## src/rtl/button_input_conditioner.sv

```systemverilog
// rtl/button_input_conditioner.sv - synchronise, debounce and edge-detect devboard push buttons
//
// Conditions the inverted-and-corrected push-button pins before they reach the
// core's port E input word. Each button is handled independently:
// synchroniser chain -> debounce counter -> registered level, press/release
// pulses and a sticky press flag that the core can clear.
//
// Ports:
//   clock           system clock, rising edge
//   reset           asynchronous, active-high reset
//   buttonRaw       active-high button levels, asynchronous to clock
//   eventClear      per-bit request to clear the sticky press flag
//   buttonStable    debounced button level
//   buttonPressed   one-cycle pulse on a debounced 0->1 change
//   buttonReleased  one-cycle pulse on a debounced 1->0 change
//   pressSticky     set by a press, held until cleared
//   portWord        [7:0]=buttonStable, [15:8]=pressSticky, [31:16]=0

module button_input_conditioner #(
    parameter int NUM_BUTTONS     = 4,
    parameter int SYNC_STAGES     = 2,
    parameter int DEBOUNCE_CYCLES = 500000
) (
    input  logic                   clock,
    input  logic                   reset,
    input  logic [NUM_BUTTONS-1:0] buttonRaw,
    input  logic [NUM_BUTTONS-1:0] eventClear,
    output logic [NUM_BUTTONS-1:0] buttonStable,
    output logic [NUM_BUTTONS-1:0] buttonPressed,
    output logic [NUM_BUTTONS-1:0] buttonReleased,
    output logic [NUM_BUTTONS-1:0] pressSticky,
    output logic [31:0]            portWord
);

    localparam int              CW       = $clog2(DEBOUNCE_CYCLES + 1);
    localparam logic [CW-1:0]   CNT_LAST = CW'(DEBOUNCE_CYCLES - 1);

    logic [NUM_BUTTONS-1:0] sync_q [SYNC_STAGES];
    logic [CW-1:0]          count_q [NUM_BUTTONS];
    logic [NUM_BUTTONS-1:0] synced;
    logic [NUM_BUTTONS-1:0] accept;

    assign synced = sync_q[SYNC_STAGES-1];

    // Synchroniser chain; stage 0 samples the raw asynchronous pins.
    always_ff @(posedge clock or posedge reset) begin
        if (reset) begin
            for (int s = 0; s < SYNC_STAGES; s++) begin
                sync_q[s] <= '0;
            end
        end else begin
            sync_q[0] <= buttonRaw;
            for (int s = 1; s < SYNC_STAGES; s++) begin
                sync_q[s] <= sync_q[s-1];
            end
        end
    end

    // A change is accepted on the edge where the disagreement has persisted
    // for DEBOUNCE_CYCLES consecutive edges (counter already at the last value).
    always_comb begin
        accept = '0;
        for (int b = 0; b < NUM_BUTTONS; b++) begin
            accept[b] = (synced[b] != buttonStable[b]) && (count_q[b] == CNT_LAST);
        end
    end

    // Any agreement restarts the count, so a glitch shorter than the window is
    // dropped; acceptance also restarts it, so the counter never wraps.
    always_ff @(posedge clock or posedge reset) begin
        if (reset) begin
            for (int b = 0; b < NUM_BUTTONS; b++) begin
                count_q[b] <= '0;
            end
        end else begin
            for (int b = 0; b < NUM_BUTTONS; b++) begin
                if ((synced[b] == buttonStable[b]) || accept[b]) begin
                    count_q[b] <= '0;
                end else begin
                    count_q[b] <= count_q[b] + CW'(1);
                end
            end
        end
    end

    // Level, pulses and sticky flag all update on the accepting edge, so the
    // pulse coincides with the first cycle the new level is visible.
    // A press accepted on the same edge as a clear wins.
    always_ff @(posedge clock or posedge reset) begin
        if (reset) begin
            buttonStable   <= '0;
            buttonPressed  <= '0;
            buttonReleased <= '0;
            pressSticky    <= '0;
        end else begin
            buttonStable   <= (buttonStable & ~accept) | (synced & accept);
            buttonPressed  <= accept & synced;
            buttonReleased <= accept & ~synced;
            pressSticky    <= (pressSticky & ~eventClear) | (accept & synced);
        end
    end

    always_comb begin
        portWord                    = '0;
        portWord[NUM_BUTTONS-1:0]   = buttonStable;
        portWord[8 +: NUM_BUTTONS]  = pressSticky;
    end

endmodule
```

## config.mk

```make
export PLATFORM = sky130hd
export DESIGN_NAME = button_input_conditioner
export DESIGN_NICKNAME = d
export VERILOG_FILES = /design/src/rtl/button_input_conditioner.sv
export SDC_FILE = /design/constraint.sdc
export NUM_CORES = 1
export LEC_CHECK = 0
export CAP_MARGIN = 20
export CORE_MARGIN = 1
export CORE_UTILIZATION = 35
export DETAILED_ROUTE_END_ITERATION = 8
export PLACE_DENSITY = 0.55
export SYNTH_ARGS = -nofsm -noshare
export SYNTH_HDL_FRONTEND = slang
export SYNTH_SLANG_ARGS = --single-unit
```

## constraint.sdc

```tcl
create_clock -name clock -period 5.9 [get_ports clock]
set_input_delay 0.59 -clock clock [delete_from_list [all_inputs] [get_ports clock]]
set_output_delay 0.59 -clock clock [all_outputs]
set_load 0.05 [all_outputs]
```

==> summary.txt <==
Outcome
  – Status: complete, no violations

Clock network
  – Root Driver: clkbuf_16
  – Setup Buffers After CTS: 0
  – CTS Sinks: 100
  – Clock insertion delay at the later pin of the skew report: 0.34 ns
  – Clock transition at the registers of the reported paths: 0.06 ns
  – H-tree depth: 3
  – CTS tree: done
  – PostCTS Resize Cnt: 0
  – CTS Buf Count: 9
  – Hold_buf cts: 0
  – Clock tree buffer depth: 2

Placed design
  – RePlAce Congestion: 0.7924
  – Number of port buffers: 33
  – HPWL after detailed placement: 6338 microns

Hold path
  – Hold path start: sync_q[5]$_DFF_PP0_
  – Hold WC Path Type: register to register

Synth
  – Synth top area share: 0.5003
  – Post-synth top cells: dfrtp_1 (100), nor2_1 (77), xnor2_1 (39), buf_4 (35), nand3_1 (27)
  – #FFs+latches synth: 100
  – Area leader, netlist: dfrtp_1
  – Syn Area/Cell: 10.04 sq um
  – Count of different cell masters after synthesis: 42
  – Post-synth EDFFs: 0
  – Ys flop type: dfrtp_1
  – Seq/Total Area, Yosys: 0.5003
  – Most common cell in the netlist: dfrtp_1
  – Cells after synthesis: 498
  – Synth warnings: 0
  – Mapped Area: 5002 sq um
  – Top cells by area, synth: dfrtp_1 (50%), xnor2_1 (6.8%), nor2_1 (5.8%)
  – Ys async rst share: 1.000

Pwr
  – P_sw: 0.3154 mW
  – Sequential Power Share: 0.535
  – Combinational share of power: 0.059
  – Post-layout power: 1.319 mW
  – P_leak: 2.226 nW
  – Clock power frac: 0.406
  – Maximum VDD drop: 0.1313 mV
  – PD cells: 234.2 nW/um^2
  – Sw Ratio: 0.2391
  – P_int: 1.004 mW

Drt
  – First-pass DRT Iterations: 5
  – Final WL: 9239 microns
  – DR vias: 3509
  – Initial DRC count: 247
  – Wire per inst: 13.03 microns
  – Routed Antenna Nets: 0
  – DR vias/cell: 4.949
  – # DRC: 0

Die
  – Initial Utilization: 0.3590
  – Number of core rows: 43
  – Chip width: 121.6 microns
  – Chip height: 121.6 microns
  – Die ar.: 14770 sq um
  – # IOs: 58
  – Core area: 13930 sq um

STA
  – Pins over their slew limit: 0
  – Final period utilization: 0.3918
  – Worst rel slew slack: 0.3650
  – Highest Clock Rate: 432.6 MHz
  – Count of final hold-check violations: 0
  – Setup TNS: 0 ns
  – Final setup fails: 0
  – Min Tclk post-route: 2.311 ns
  – Worst-Margin Slew: 0.9525 ns
  – RSZ-0062 raised after global routing: no
  – Clock skew: 0.007635 ns

Global routing
  – Aggregate global-route resource usage: 0.1414
  – Vias in the first global route: 3314
  – First-pass GRT wire length: 16170 microns
  – Grt ovf: 0
  – Largest net degree at the start of global routing: 77
  – Initial antenna violation count: 0

Critical path
  – Critical Path Sink: count_q[17]$_DFF_PP0_
  – R2r setup slk: 3.59 ns
  – Startpoint types: register
  – Setup crit end kind: register
  – Critical path required time: 6.12 ns
  – RR Endpoint: count_q[17]$_DFF_PP0_
  – R2R cell count: 5
  – Worst Path Arrival: 2.53 ns
  – Critical path class: register to register
  – CP Max Fanout: 9
  – Reg2reg start: count_q[0]$_DFF_PP0_
  – Setup crit start: count_q[0]$_DFF_PP0_

Finish
  – Layout cell share with drive strength beyond 1: 0.06805
  – Area growth syn-to-layout: 12.61%
  – N_diodes: 0
  – Layout net count: 540

Flow run
  – Max-Cap Viols: 0
[per-stage QoR]
step / instances / hold WS, ns / setup WS, ns / instance area, sq um / util
final: 709 / 0.3480 / 3.589 / 5633 / 0.4042
after global routing: 709 / 0.3521 / 3.308 / 5633 / 0.4042
after CTS: 709 / 0.3488 / 3.546 / 5633 / 0.4042
after detailed placement: 695 / 0.3347 / 3.552 / 5374 / 0.3857
after global placement: 694 / 0.3328 / 3.624 / 5363 / 0.3848
after floorplan: 521 / 0.3312 / 2.691 / 5089 / -
[worst min-delay path by stage]
| stage | endpoint | cells after the start | slack (ns) |
|---|---|---|---|
| after floorplan | synced[0]$_DFF_PP0_ | 0 | 0.33 |
| after global placement | synced[2]$_DFF_PP0_ | 0 | 0.33 |
| after detailed placement | synced[3]$_DFF_PP0_ | 0 | 0.33 |
| after CTS | synced[3]$_DFF_PP0_ | 0 | 0.35 |
| after global routing | synced[3]$_DFF_PP0_ | 0 | 0.35 |
| final | synced[1]$_DFF_PP0_ | 0 | 0.35 |
[kinds of logic (layout without fill, tap and decap cells)]
family	after synthesis	after routing	synth area share
XOR/XNOR	57	57	0.09980
AND/OR/NAND/NOR	235	235	0.2486
buffers and inverters	59	67	0.07403
AO/OA/AOI/OAI	34	34	0.04652
multiplexers	8	8	0.02001
flip-flops	100	100	0.5003
other	1	24	0.0007497
adder cells (fa/ha/maj)	4	4	0.01001
[layout by cell type (no fill, tap or decap), types with 2 or more instances in the layout]
cell / count
or4_1: 7
nor4b_2: 2
nor2_1: 77
nand2_1: 26
o22ai_1: 4
xnor2_1: 39
conb_1: 24
clkbuf_1: 2
nand3b_1: 2
o21ai_0: 8
clkdlybuf4s50_1: 33
mux2i_1: 4
a21bo_2: 2
ha_1: 4
or2_2: 4
clkbuf_16: 9
nand4_2: 2
and3_1: 10
buf_4: 4
inv_1: 14
or3_1: 8
nand3_1: 27
o41ai_2: 3
xor2_1: 18
mux2_4: 4
o31ai_1: 4
nor3b_1: 8
dfrtp_1: 100
nor3_1: 12
and4_1: 2
nor4_1: 15
a21oi_1: 11
nand4_1: 21
nor4b_1: 2
nand2b_1: 4
or4b_1: 2
[state kept, by name, indices dropped and copies added, names as in the netlist, named ones only]
register / count
buttonReleased: 4
buttonPressed: 4
synced: 4
pressSticky: 4
sync_q: 4
count_q: 76
[per-layer routing]
layer,vias up,global-route usage,share of wire
li1,1726,-,-
met1,1701,0.1887,0.49
met2,72,0.2124,0.46
met3,10,0.04963,0.035
met4,0,0.04861,0.014
met5,-,0,0
[power by group through the flow]
| stage | sequential [mW] | clock [mW] | combinational [mW] |
|---|---|---|---|
| after CTS | 0.705 | 0.562 | 0.0804 |
| after detailed placement | 0.718 | 0 | 0.0803 |
| final | 0.705 | 0.535 | 0.0784 |
| after global routing | 0.706 | 0.590 | 0.0880 |
| after floorplan | 0.715 | 0 | 0.0760 |
| after global placement | 0.717 | 0 | 0.0788 |
[critical path, cell delays in order, from the launching register on]
cell and delay [ns]:
dfrtp_1 0.40, ha_1 0.23, nand4_1 0.37, o41ai_2 0.83, buf_4 0.29, a21oi_1 0.06
[area by class of cell]
cell class	instances	area, sq um
fill	1347	8302
sequential	100	2502
multi-input combinational	362	2216
timing repair buffer	38	371.6
clock buffer	12	246.5
tap	180	225.2
inverter	15	58.81
clock inverter	2	12.51
Note: power is estimated with default switching activity, not from simulation.
